## src/rtl/voice_mixer_pkg.sv

```systemverilog
// Shared constants and waveform codes for the voice mixer and related audio blocks.
package voice_mixer_pkg;

    localparam int PHASE_W  = 10;
    localparam int SAMPLE_W = 16;
    localparam int PROD_W   = 18;
    localparam int VOICE_W  = 8;
    localparam int GAIN_W   = 8;

    typedef enum logic [1:0] {
        WAVE_SAW    = 2'd0,
        WAVE_SQUARE = 2'd1,
        WAVE_TRI    = 2'd2,
        WAVE_MUTE   = 2'd3
    } wave_e;

endpackage

```

## src/rtl/voice_mixer_if.sv

```systemverilog
// Phase stream in from the DDS accumulator, mixed sample out to the DAC/PWM stage.
interface voice_mixer_if;
    import voice_mixer_pkg::*;

    logic        [PHASE_W-1:0]  phase_in;
    logic        [VOICE_W-1:0]  phase_voice;
    logic                       phase_valid;
    logic        [1:0]          wave_sel;
    logic        [GAIN_W-1:0]   voice_gain;
    logic signed [SAMPLE_W-1:0] sample_out;
    logic                       sample_valid;

    // Producer side (DDS / testbench)
    modport master (
        output phase_in, phase_voice, phase_valid, wave_sel, voice_gain,
        input  sample_out, sample_valid
    );

    // Mixer side
    modport slave (
        input  phase_in, phase_voice, phase_valid, wave_sel, voice_gain,
        output sample_out, sample_valid
    );

endinterface

```

## src/rtl/voice_mixer_wave_shaper.sv

```systemverilog
// Combinational phase -> signed amplitude shaper; kept standalone so an LFO can reuse it.
module wave_shaper
    import voice_mixer_pkg::*;
(
    input  logic        [PHASE_W-1:0] i_phase,
    input  logic        [1:0]         i_wave,
    output logic signed [PHASE_W-1:0] o_amp
);

    // Triangle folds the upper half of the phase back down.
    logic [PHASE_W-2:0] w_fold;
    assign w_fold = i_phase[PHASE_W-1] ? ~i_phase[PHASE_W-2:0] : i_phase[PHASE_W-2:0];

    // Select the waveform; all results are centred on zero.
    always_comb begin
        o_amp = '0;
        case (i_wave)
            WAVE_SAW:    o_amp = i_phase - 10'd512;
            WAVE_SQUARE: o_amp = i_phase[PHASE_W-1] ? -10'sd511 : 10'sd511;
            WAVE_TRI:    o_amp = {w_fold, 1'b0} - 10'd512;
            WAVE_MUTE:   o_amp = '0;
            default:     o_amp = '0;
        endcase
    end

endmodule

```

## src/rtl/voice_mixer.sv

```systemverilog
// Three-stage voice mixer: shape+register (S1), gain multiply (S2), accumulate/emit (S3).
module voice_mixer
    import voice_mixer_pkg::*;
#(
    parameter int NUM_VOICES = 16,
    parameter int OUT_SHIFT  = 4,
    parameter int ACC_W      = 22
)(
    input  logic          clk,
    input  logic          reset,
    voice_mixer_if.slave  s_mix
);

    localparam logic [VOICE_W:0]          LP_NV   = (VOICE_W+1)'(NUM_VOICES);
    localparam logic [VOICE_W-1:0]        LP_LAST = VOICE_W'(NUM_VOICES - 1);
    localparam logic signed [ACC_W-1:0]   LP_SMAX = ACC_W'(32767);
    localparam logic signed [ACC_W-1:0]   LP_SMIN = ACC_W'(-32768);

    // r_vld_pipe[0] qualifies S1, r_vld_pipe[1] qualifies S2 (feeding the accumulator).
    logic        [1:0]          r_vld_pipe;
    logic signed [PHASE_W-1:0]  r_s1_amp;
    logic        [GAIN_W-1:0]   r_s1_gain;
    logic        [VOICE_W-1:0]  r_s1_voice;
    logic signed [PROD_W-1:0]   r_s2_prod;
    logic        [VOICE_W-1:0]  r_s2_voice;
    logic signed [ACC_W-1:0]    r_acc;
    logic signed [SAMPLE_W-1:0] r_sample;
    logic                       r_sample_vld;

    logic                       w_in_vld;
    logic signed [PHASE_W-1:0]  w_amp;
    logic signed [PROD_W-1:0]   w_amp_x;
    logic signed [PROD_W-1:0]   w_gain_x;
    logic signed [PROD_W-1:0]   w_prod;
    logic signed [ACC_W-1:0]    w_prod_ext;
    logic signed [ACC_W-1:0]    w_sum;
    logic signed [ACC_W-1:0]    w_shifted;
    logic signed [SAMPLE_W-1:0] w_sat;

    // Out-of-range voice indices never enter the pipe.
    assign w_in_vld = s_mix.phase_valid && ({1'b0, s_mix.phase_voice} < LP_NV);

    wave_shaper u_shaper (
        .i_phase (s_mix.phase_in),
        .i_wave  (s_mix.wave_sel),
        .o_amp   (w_amp)
    );

    // Gain is unsigned, so zero-extend it; the 18-bit product is exact.
    assign w_amp_x    = {{(PROD_W-PHASE_W){r_s1_amp[PHASE_W-1]}}, r_s1_amp};
    assign w_gain_x   = {{(PROD_W-GAIN_W){1'b0}}, r_s1_gain};
    assign w_prod     = w_amp_x * w_gain_x;

    // Voice 0 opens a new frame, discarding any partial sum.
    assign w_prod_ext = {{(ACC_W-PROD_W){r_s2_prod[PROD_W-1]}}, r_s2_prod};
    assign w_sum      = (r_s2_voice == '0) ? w_prod_ext : r_acc + w_prod_ext;
    assign w_shifted  = w_sum >>> OUT_SHIFT;

    // Clamp the scaled frame sum into the 16-bit sample range.
    always_comb begin
        w_sat = w_shifted[SAMPLE_W-1:0];
        if (w_shifted > LP_SMAX)
            w_sat = 16'sh7FFF;
        else if (w_shifted < LP_SMIN)
            w_sat = 16'sh8000;
    end

    // Valid shift register for S1/S2.
    always_ff @(posedge clk or negedge reset) begin
        if (!reset) r_vld_pipe <= '0;
        else        r_vld_pipe <= {r_vld_pipe[0], w_in_vld};
    end

    // S1: capture shaped amplitude, gain and voice for accepted entries.
    always_ff @(posedge clk or negedge reset) begin
        if (!reset) begin
            r_s1_amp   <= '0;
            r_s1_gain  <= '0;
            r_s1_voice <= '0;
        end else if (w_in_vld) begin
            r_s1_amp   <= w_amp;
            r_s1_gain  <= s_mix.voice_gain;
            r_s1_voice <= s_mix.phase_voice;
        end
    end

    // S2: register the gain product.
    always_ff @(posedge clk or negedge reset) begin
        if (!reset) begin
            r_s2_prod  <= '0;
            r_s2_voice <= '0;
        end else if (r_vld_pipe[0]) begin
            r_s2_prod  <= w_prod;
            r_s2_voice <= r_s1_voice;
        end
    end

    // S3: accumulate; the last voice closes the frame and emits one strobed sample.
    always_ff @(posedge clk or negedge reset) begin
        if (!reset) begin
            r_acc        <= '0;
            r_sample     <= '0;
            r_sample_vld <= 1'b0;
        end else begin
            r_sample_vld <= 1'b0;
            if (r_vld_pipe[1]) begin
                r_acc <= w_sum;
                if (r_s2_voice == LP_LAST) begin
                    r_sample     <= w_sat;
                    r_sample_vld <= 1'b1;
                end
            end
        end
    end

    assign s_mix.sample_out   = r_sample;
    assign s_mix.sample_valid = r_sample_vld;

endmodule

```

## src/flat_wrapper.sv

```systemverilog
// flat-port wrapper written by rule: the top's interface ports become plain ports
module voice_mixer_flat import voice_mixer_pkg::*;
#(
    parameter int NUM_VOICES = 16,
    parameter int OUT_SHIFT  = 4,
    parameter int ACC_W      = 22
)
  (clk, reset, s_mix_phase_in, s_mix_phase_voice, s_mix_phase_valid, s_mix_wave_sel, s_mix_voice_gain, s_mix_sample_out, s_mix_sample_valid);
  voice_mixer_if s_mix_i ();
  input  logic clk;
  input  logic reset;
  input wire logic [$bits(s_mix_i.phase_in)-1:0] s_mix_phase_in;
  input wire logic [$bits(s_mix_i.phase_voice)-1:0] s_mix_phase_voice;
  input wire logic [$bits(s_mix_i.phase_valid)-1:0] s_mix_phase_valid;
  input wire logic [$bits(s_mix_i.wave_sel)-1:0] s_mix_wave_sel;
  input wire logic [$bits(s_mix_i.voice_gain)-1:0] s_mix_voice_gain;
  output wire logic [$bits(s_mix_i.sample_out)-1:0] s_mix_sample_out;
  output wire logic [$bits(s_mix_i.sample_valid)-1:0] s_mix_sample_valid;
  assign s_mix_i.phase_in = s_mix_phase_in;
  assign s_mix_i.phase_voice = s_mix_phase_voice;
  assign s_mix_i.phase_valid = s_mix_phase_valid;
  assign s_mix_i.wave_sel = s_mix_wave_sel;
  assign s_mix_i.voice_gain = s_mix_voice_gain;
  assign s_mix_sample_out = s_mix_i.sample_out;
  assign s_mix_sample_valid = s_mix_i.sample_valid;
  voice_mixer #(.NUM_VOICES(NUM_VOICES), .OUT_SHIFT(OUT_SHIFT), .ACC_W(ACC_W)) u_core (.clk(clk), .reset(reset), .s_mix(s_mix_i));
endmodule
```

## config.mk

```make
export PLATFORM = sky130hd
export DESIGN_NAME = voice_mixer_flat
export DESIGN_NICKNAME = d
export VERILOG_FILES = /design/src/rtl/voice_mixer_pkg.sv /design/src/rtl/voice_mixer_if.sv /design/src/rtl/voice_mixer_wave_shaper.sv /design/src/rtl/voice_mixer.sv /design/src/flat_wrapper.sv
export SDC_FILE = /design/constraint.sdc
export NUM_CORES = 1
export LEC_CHECK = 0
export BUFFER_PORTS_ARGS = -buffer_cell sky130_fd_sc_hd__buf_2
export CORE_ASPECT_RATIO = 0.6
export CORE_MARGIN = 2
export CORE_UTILIZATION = 60
export DETAILED_ROUTE_END_ITERATION = 12
export GPL_ROUTABILITY_DRIVEN = 0
export PLACE_DENSITY = 0.78
export SYNTH_ARGS = -nofsm -noshare
export SYNTH_HDL_FRONTEND = slang
export SYNTH_SLANG_ARGS = --single-unit
```

## constraint.sdc

```tcl
create_clock -name clk -period 5.6 [get_ports clk]
set_input_delay 0 -clock clk [delete_from_list [all_inputs] [get_ports clk]]
set_output_delay 0 -clock clk [all_outputs]
set_load 0.005 [all_outputs]
```

==> results by group, run 1 <==
Run status
  • Run status: complete, no violations

Drt
  • Total routed wirelength: roughly 17 mm
  • DRC viols: 0
  • Vias/cell: around 5.7
  • Final ANT Viol Nets: 0
  • Iteration count of the initial detailed-routing pass: 5
  • Wirelength per Cell: ~15 microns
  • Via Count: roughly 6200
  • DR iter-0 viols: between 400 and 500

Worst setup path
  • Crit path required time: 5.83 ns
  • Crit-path slowest cell: fa_1
  • Crit-path max FO: 11
  • Critical path class: reg2reg
  • CP Capture Type: flop
  • WP data arrival: 5.10 ns
  • Critical Path, Cell by Cell: nand2_1 > fa_1 > inv_1 > fa_1 > ha_1 > inv_1 > fa_1 > inv_1 > ha_1 > a21o_1 > a21oi_1 > o21ai_0 > a21oi_1 > o21a_1 > o211ai_1 > a21oi_1 > xnor2_1 > mux2_2
  • CP delay by family, top: adder cells
  • Type of origin of the critical path: flop
  • Slowest Stage Delay on Critical Path: roughly 0.59 ns
  • Crit path buf inv count: 3

Global route
  • Tot GR Track Use: 25.8%
  • Vias in the first global route: ~6300
  • Initial antenna violation count: 0
  • GR Overflow Total: 0
  • Largest net degree at the start of global routing: 79
  • First-pass GRT wire length: about 30 mm

Synth
  • FF+latch count, synth: 93
  • Synth warnings: 0
  • Syn_nets: around 1000
  • Dominant synthesized flop cell: dfrtp_1
  • Cell variety after synth: 59
  • Post-synth design cell area: a little over 0.008 sq mm
  • Post-synth top area share: 28.8%
  • Main area contributors after synthesis: dfrtp_1 29%, fa_1 16%, ha_1 8.7%
  • Count leader, synth: inv_1
  • EDFF count, synth: 0
  • Sequential share of the synthesized area: roughly 29%
  • Syn Inst Count: 870
  • List of most frequent post-synthesis cells: 124 x inv_1, 93 x dfrtp_1, 80 x nand2_1
  • Asr flop ratio synth: 100%
  • Mean Syn Cell Area: between 9 and 10 sq um
  • Synth area leader: dfrtp_1

Timing
  • Tmin final: a little under 5 ns
  • Slew @ Worst Pin: ~1.1 ns
  • Tcrit/Tclk final: just under 90%
  • Final setup viols: 0
  • Clock skew: 0.00737 ns
  • RSZ-0062 raised after global routing: no
  • Post-route setup TNS: 0 ns
  • Rel. slew slack: between 20% and 30%
  • Slew Viols, Final: 0
  • Max Clock Freq: roughly 210 MHz
  • Fin. Hold Viols: 0

Clock network
  • CTS tree: yes
  • CTS Buf Count: 9
  • Worst-path clk slew: 0.07 ns
  • Clock tree buffer depth: 2
  • H-tree levels: 3
  • Later-pin clock latency in the skew report: between 0.3 and 0.4 ns
  • Clock sinks: a little over 90
  • Root Driver: clkbuf_16

Floorplan
  • Die footprint: between 0.01 and 0.015 sq mm
  • Core area: about 0.013 sq mm
  • # IOs: 48
  • Effective utilization at floorplan: 62.2%
  • Row count: 32
  • Chip Height: around 94 microns
  • Die width: 154 microns

Cells and area
  • Area Overhead vs Synth: 9.03%
  • Layout Nets: roughly 1100
  • Antenna diodes: 0
  • Fillcell total: 1034
  • Reg area: around 0.0023 sq mm
  • Layout cells sized above 1: 13.7%
  • Multi-input gate area: 0.00513 sq mm

Placement
  • Hpwl dp: approximately 13 mm
  • Port Buffers: between 40 and 50

Hold path
  • HP Class: in2reg

Run
  • Max-Cap Viols: 0
## worst paths after layout
kind,from,cells after the start,slack [ns],to
worst max-delay path,u_core.r_s1_gain[2],18,0.73,u_core.r_s2_prod[15]
worst min-delay path,s_mix_phase_in[0],4,0.05,u_core.r_s1_amp[0]
worst max register to register,u_core.r_s1_gain[2],18,0.73,u_core.r_s2_prod[15]
worst min register to register,u_core.r_acc[20],1,0.49,u_core.r_acc[20]
max in group asynchronous,reset,3,4.24,u_core.r_s1_voice[3]
min in group asynchronous,reset,2,0.08,u_core.r_s1_amp[0]
## cell families (layout without fill, tap and decap cells)
kind of cell    count (synthesis)  count (layout)  synth area share, %
compound gates                187             187                 16.1
buf+inv                       166             204                 7.87
fa+ha+maj                     121             121                 24.7
xor+xnor                       25              25                 2.89
flops                          93              93                 28.8
mux                            42              42                 5.83
simple gates                  236             236                 13.8
## per-layer routing
layer  routed length, microns  part of all wire [%]  global-route usage (%)  vias to the layer above
met5                        0                     0                       0                        -
li1                         -                     -                       -                     2969
met1                     8520                    51                    38.5                     3033
met3                      824                   4.9                    4.34                       16
met2                     7210                    43                    40.2                      150
met4                      142                  0.85                    5.30                        0
## worst min-delay path: stages
cell and delay (ns):
buf_2 0.10, nor2_1 0.04, nor2_1 0.08, mux2_2 0.14
## flip-flops by register name (all words and copies together), names as in the netlist
signal                     cells
u_core.r_s1_amp               10
u_core.r_vld_pipe              2
u_core.r_s1_gain               8
u_core.r_s2_voice              8
u_core.r_acc                  22
u_core.r_s1_voice              8
u_core.s_mix.sample_out       16
u_core.r_s2_prod              18
u_core.s_mix.sample_valid      1
## cell type report
class                           instances  area share, %
Inverter                              125           5.32
Multi-Input combinational cell        611           58.1
Tap cell                              170           2.41
Clock buffer                           10           2.60
Sequential cell                        93           26.4
Clock inverter                          4          0.582
Timing Repair Buffer                   65           4.60
## cell usage in the layout (no fill, tap or decap), types with 6 or more instances in the layout
master / instances
inv_1: 124
dfrtp_1: 93
nand2_1: 80
fa_1: 65
nor2_1: 63
ha_1: 56
a21oi_1: 49
buf_2: 46
and2_1: 45
mux2_2: 41
o21ai_0: 17
xnor2_1: 16
o21a_1: 15
dlygate4sd3_1: 13
a21oi_2: 12
a21o_1: 12
a31oi_1: 12
o211ai_1: 11
nor3_1: 9
o221ai_1: 9
clkbuf_16: 9
xor2_1: 8
nor2b_1: 8
nand3_1: 7
o21ai_1: 7
buf_4: 6
## through the flow
step           utilization, %  cells  worst slack, ns  cell area [sq um]  hold slack, ns
2_1_floorplan               -    870             1.03               8090          -0.296
3_3_place_gp             64.6   1051            0.890               8410          -0.124
3_5_place_dp             64.6   1051            0.784               8410          -0.124
4_1_cts                  67.8   1078            0.739               8820          0.0571
5_1_grt                  67.8   1078            0.373               8820          0.0721
6_report                 67.8   1078            0.734               8820          0.0545
## what timing repair did
item / in CTS / in global routing
hold buffers: 13 / 0
hold endpoints to repair: 27 / 0
setup buffers: 0 / 0
resized for setup: 0 / 0
Power of run 1 is not shown: default switching activity piles up to over one toggle a cycle in this logic, so the estimate is an artifact.
==> inputs of run 2 (changes only) <==
--- a/config.mk
+++ b/config.mk
@@ -8,10 +8,11 @@
 export BUFFER_PORTS_ARGS = -buffer_cell sky130_fd_sc_hd__buf_2
 export CORE_ASPECT_RATIO = 0.6
 export CORE_MARGIN = 2
-export CORE_UTILIZATION = 60
+export CORE_UTILIZATION = 35
 export DETAILED_ROUTE_END_ITERATION = 12
 export GPL_ROUTABILITY_DRIVEN = 0
-export PLACE_DENSITY = 0.78
+export PLACE_DENSITY = 0.5
+export SKIP_LAST_GASP = 1
 export SYNTH_ARGS = -nofsm -noshare
 export SYNTH_HDL_FRONTEND = slang
 export SYNTH_SLANG_ARGS = --single-unit
==> constraint.sdc (replaced) <==
create_clock -name clk -period 5.8 [get_ports clk]
set_input_delay 0 -clock clk [delete_from_list [all_inputs] [get_ports clk]]
set_output_delay 0 -clock clk [all_outputs]
set_load 0.005 [all_outputs]
==> run 2 against run 1 <==
Global-route usage is 10 points lower. Flip-flop and latch count stayed put. Sequential share of layout area is 0.65 points lower. First-iteration DRC count is 17% lower. Clock-buffer cell count is 1 lower. Maximum frequency is 0.57% lower. Worst setup slack better by 0.17 ns. Worst hold slack worse by 0.017 ns. Die area is 69% higher. Register-to-register slack better by 0.17 ns. Largest cell class unchanged. Highest routed layer unchanged.
==> results by group, run 2 (synthesized netlist as in run 1, its figures left out) <==
Timing
  • Rel. slew slack: between 20% and 30%
  • Hold WS: roughly 0.038 ns
  • Slew Viols, Final: 0
  • Max Clock Freq: approximately 200 MHz
  • Final setup viols: 0
  • RSZ-0062 raised after global routing: no
  • Slew @ Worst Pin: roughly 1.1 ns
  • Tcrit/Tclk final: between 80% and 90%
  • Clock skew: about 0.011 ns
  • Fin. Hold Viols: 0
  • Tmin final: 4.89 ns
  • Post-route setup TNS: 0 ns
  • Worst setup margin: approximately 0.91 ns

Floorplan
  • Effective utilization at floorplan: a little over a third
  • Core area: 0.0229 sq mm
  • Die footprint: between 0.02 and 0.025 sq mm
  • Row count: 43
  • # IOs: 48
  • Die width: around 200 microns
  • Chip Height: roughly 120 microns

Placement
  • Port Buffers: 47
  • Hpwl dp: between 10 and 15 mm
  • Setup WS pre-CTS: 0.942 ns

Cells and area
  • Final Util: approximately two fifths
  • Commonest non-fill, non-tap cells in the layout: 124 x inv_1, 93 x dfrtp_1, 80 x nand2_1
  • Area Overhead vs Synth: 11.8%
  • Fillcell total: ~2400
  • Commonest non-fill, non-tap cell in the layout: inv_1
  • Layout Nets: roughly 1100
  • Max reg flops: 22
  • Largest Register: u_core.r_acc
  • Antenna diodes: 0
  • Layout cells sized above 1: ~14%

Drt
  • Final ANT Viol Nets: 0
  • Iteration count of the initial detailed-routing pass: 5
  • Vias/cell: between 4 and 5
  • DR iter-0 viols: approximately 350
  • DRC viols: 0
  • Total routed wirelength: roughly 17 mm
  • Via Count: 5980
  • Wirelength per Cell: approximately 14 microns

Global route
  • First-pass GRT wire length: 31.2 mm
  • GR Overflow Total: 0
  • Vias in the first global route: 6255
  • Tot GR Track Use: around 16%
  • Initial antenna violation count: 0
  • Largest net degree at the start of global routing: just under 70

Worst setup path
  • Crit-path slowest cell: fa_1
  • CP Capture Type: flop
  • Critical path class: reg2reg
  • R2r worst-path depth: 14
  • WP data arrival: 5.14 ns
  • Crit path required time: just over 6 ns
  • Type of origin of the critical path: flop
  • FF-to-FF Start: u_core.r_s1_gain[1]
  • Critical Path Most Common Cell: fa_1
  • Crit path buf inv count: 2
  • Worst r2r dst: u_core.r_s2_prod[15]
  • Critical Path, Cell by Cell: and2_1 > fa_1 > inv_1 > fa_1 > fa_1 > fa_1 > inv_1 > ha_1 > and3_1 > a21oi_1 > o211ai_1 > a21oi_1 > xnor2_1 > mux2_2
  • CP delay by family, top: adder cells
  • Crit-path max FO: 11
  • Reg2reg setup slack: approximately 0.9 ns
  • Slowest Stage Delay on Critical Path: between 0.7 and 0.8 ns

Clock network
  • CTS resizes: 0
  • Worst-path clk slew: 0.07 ns
  • Clock sinks: a little over 90
  • Root Driver: clkbuf_16
  • H-tree levels: 3
  • CTS tree: yes
  • Later-pin clock latency in the skew report: ~0.36 ns
  • CTS Buf Count: 9
  • Clock tree buffer depth: 2

Hold path
  • Hold depth: 4
  • Hold Crit Start: s_mix_phase_in[0]
  • Hold path endpoint: u_core.r_s1_amp[0]
  • HP Class: in2reg

Run status
  • Run status: complete, no violations

Run
  • Max-Cap Viols: 0
[run 2: final cells by class]
| type | instances | area (sq um) | share of cell area (%) |
|---|---|---|---|
| well taps | 315 | 394 | 4.36 |
| clock inverters | 7 | 96.3 | 1.07 |
| inverters | 125 | 469 | 5.19 |
| flip-flops and latches | 93 | 2330 | 25.7 |
| multi-input cells | 611 | 5130 | 56.7 |
| repair buffers | 65 | 405 | 4.48 |
| clock buffers | 9 | 225 | 2.49 |
[run 2: layer usage]
metal  routed length, microns  global-route usage (%)  up-vias  part of all wire (%)
li1                         -                       -     2968                     -
met1                     9590                    23.6     2938                    55
met2                     7150                    24.0       62                    41
met4                      160                    3.56        0                  0.92
met5                        0                       0        -                     0
met3                      467                    2.76       12                   2.7
[run 2: worst max-delay path by stage]
stage	from	end	slack, ns	cells after the start
after floorplan	u_core.r_s1_gain[1]	u_core.r_s2_prod[15]	1.23	15
after global placement	u_core.r_s1_gain[1]	u_core.r_s2_prod[15]	1.00	14
after detailed placement	u_core.r_s1_gain[1]	u_core.r_s2_prod[15]	0.94	14
after CTS	u_core.r_s1_gain[1]	u_core.r_s2_prod[15]	0.91	14
after global routing	u_core.r_s1_gain[2]	u_core.r_s2_prod[15]	0.58	18
final	u_core.r_s1_gain[1]	u_core.r_s2_prod[15]	0.91	14
[run 2: metrics by stage]
stage	area, sq um	std cells
after detailed placement	8590	1196
after global placement	8590	1196
after floorplan	8090	870
after CTS	9040	1225
after global routing	9040	1225
final	9040	1225
[run 2: timing repair]
action	in CTS	in global routing
endpoints found under the hold margin	37	0
buffers inserted	0	0
hold buffers	13	0
[run 2: tightest hold or removal path, stage by stage]
cell    delay, ns
buf_2        0.10
nor2_1       0.04
nor2_1       0.07
mux2_2       0.15
Power of run 2 is left out for the same reason.
==> inputs of run 3 (changes only) <==
==> constraint.sdc (replaced) <==
create_clock -name clk -period 4.72 [get_ports clk]
set_input_delay 0 -clock clk [delete_from_list [all_inputs] [get_ports clk]]
set_output_delay 0 -clock clk [all_outputs]
set_load 0.005 [all_outputs]
==> run 3 against run 2 <==
First-iteration DRC count is 8.8% higher. Global-route usage rose by 0.20 points. Final cell count rose by 2.9%. Highest routed layer unchanged. Via count grew 1.0%. Worst hold slack worse by 0.0019 ns. Maximum frequency increased by 8.3%. Clock skew shrank 0.0036 ns.
==> results by group, run 3 (synthesized netlist as in run 1, its figures left out) <==
Run status
  • Run status: complete, no violations

Timing
  • Final setup viols: 0
  • Slew @ Worst Pin: ~0.75 ns
  • RSZ-0062 raised after global routing: yes
  • Fin. Hold Viols: 0
  • Hold WS: between 0.03 and 0.04 ns
  • Rel. slew slack: approximately half
  • Tmin final: approximately 4.5 ns
  • Slew Viols, Final: 0
  • Clock skew: between 0.007 and 0.008 ns
  • Max Clock Freq: 221 MHz
  • Tcrit/Tclk final: 95.7%

Worst setup path
  • Worst r2r dst: u_core.r_s2_prod[15]
  • Critical Path Sink: u_core.r_s2_prod[15]
  • Crit path buf inv count: 3
  • Type of origin of the critical path: flop
  • WP data arrival: about 4.8 ns
  • Slowest Stage Delay on Critical Path: a little under 0.6 ns
  • Levels on crit path: 18
  • Crit-path slowest cell: fa_1
  • Critical Path, Cell by Cell: nand2_1 > fa_1 > inv_1 > fa_1 > ha_1 > inv_1 > fa_1 > inv_1 > ha_1 > a21o_1 > a21oi_2 > o21ai_0 > a21oi_1 > o21a_1 > o211ai_1 > a21oi_1 > xnor2_1 > mux2_2
  • Crit-path max FO: 8
  • FF-to-FF Start: u_core.r_s1_gain[2]
  • Reg2reg setup slack: about 0.2 ns
  • Crit path required time: between 4 and 5 ns
  • Crit. Startpoint: u_core.r_s1_gain[2]
  • R2r worst-path depth: 18
  • CP Capture Type: flop
  • Critical path class: reg2reg
  • CP delay by family, top: adder cells

Cells and area
  • Antenna diodes: 0
  • Reg area: around 0.0023 sq mm
  • Largest Register: u_core.r_acc
  • Fillcell total: 2345
  • Max reg flops: 22
  • Commonest non-fill, non-tap cell in the layout: inv_1
  • Area Overhead vs Synth: 15.6%
  • Layout cells sized above 1: a little under a fifth
  • Layout Nets: ~1100
  • Multi-input gate area: a little over 0.005 sq mm
  • Commonest non-fill, non-tap cells in the layout: 124 x inv_1, 81 x dfrtp_1, 80 x nand2_1

Clock network
  • H-tree levels: 3
  • Clock sinks: 93
  • Root Driver: clkbuf_16
  • Clock tree buffer depth: 2
  • Later-pin clock latency in the skew report: 0.36 ns
  • Worst-path clk slew: about 0.070 ns
  • CTS tree: yes
  • CTS Buf Count: 9

Drt
  • Max Used Layer: met4
  • Wirelength per Cell: between 10 and 15 microns
  • Met2 Wirelength: around 7 mm
  • DRC viols: 0
  • Via Count: roughly 6000
  • Final ANT Viol Nets: 0
  • DR iter-0 viols: roughly 380
  • Iteration count of the initial detailed-routing pass: 4
  • Total routed wirelength: about 18 mm
  • Met1 wire length: approximately 10 mm
  • Met3 wire length: about 560 microns
  • Vias/cell: about 4.8

Global route
  • GR Overflow Total: 0
  • Vias in the first global route: a little over 6000
  • First-pass GRT wire length: between 30 and 40 mm
  • Initial antenna violation count: 0
  • Largest net degree at the start of global routing: slightly below 60
  • Tot GR Track Use: approximately 16%

Run
  • Max-Cap Viols: 0

Floorplan
  • Die footprint: ~0.024 sq mm
  • Chip Height: 122 microns
  • Effective utilization at floorplan: a little over a third
  • Core area: about 0.023 sq mm
  • Die width: 200 microns
  • # IOs: 48
  • Row count: 43

Placement
  • Hpwl dp: between 10 and 15 mm
  • Port Buffers: 47

Hold path
  • HP Class: in2reg
==> run 3: worst min-delay path by stage <==
stage,startpoint,end,slack [ns],cells after the start
floorplan,reset,u_core.r_acc[0],-0.30,0
global placement,reset,u_core.r_s1_amp[1],0.004,1
detailed placement,reset,u_core.r_s1_amp[1],0.0002,1
CTS,s_mix_wave_sel[1],u_core.r_s1_amp[0],0.03,3
global route,s_mix_wave_sel[1],u_core.r_s1_amp[0],0.07,3
finish,s_mix_wave_sel[1],u_core.r_s1_amp[0],0.04,3
==> run 3: layer usage <==
layer	GRT usage (%)	up-vias
li1	-	3036
met1	24.7	2916
met2	23.2	77
met3	3.18	13
met4	3.38	0
met5	0	-
==> run 3: repair_timing <==
action                                  4_1_cts  5_1_grt
endpoints found under the setup margin        0        7
hold buffers                                 13        0
buffers inserted                              0       11
hold endpoints to repair                     47        0
gates resized for setup                       0       18
==> run 3: per-stage QoR <==
stage	std cells	instance area [sq um]	util, %	setup WS, ns	setup TNS, ns
global placement	1220	8770	38.3	0.0685	0
CTS	1249	9250	40.3	0.0295	0
finish	1260	9350	40.8	0.202	0
detailed placement	1220	8770	38.3	0.0317	0
floorplan	870	8090	-	0.152	0
global route	1260	9350	40.8	-0.0123	-0.0218
==> run 3: area by class of cell <==
| class | count | area share (%) |
|---|---|---|
| multi-input combinational | 611 | 54.9 |
| tap | 315 | 4.22 |
| clock inverter | 4 | 0.830 |
| inverter | 125 | 5.02 |
| timing repair buffer | 100 | 7.12 |
| clock buffer | 12 | 2.85 |
| sequential | 93 | 25.1 |
==> run 3: tightest hold or removal path: cells and delay by family <==
| kind | cells | cell delay, ns |
|---|---|---|
| muxes | 1 | 0.14 |
| buffers and inverters | 1 | 0.13 |
| and+or+nand+nor | 1 | 0.09 |
Power of run 3 is left out for the same reason.
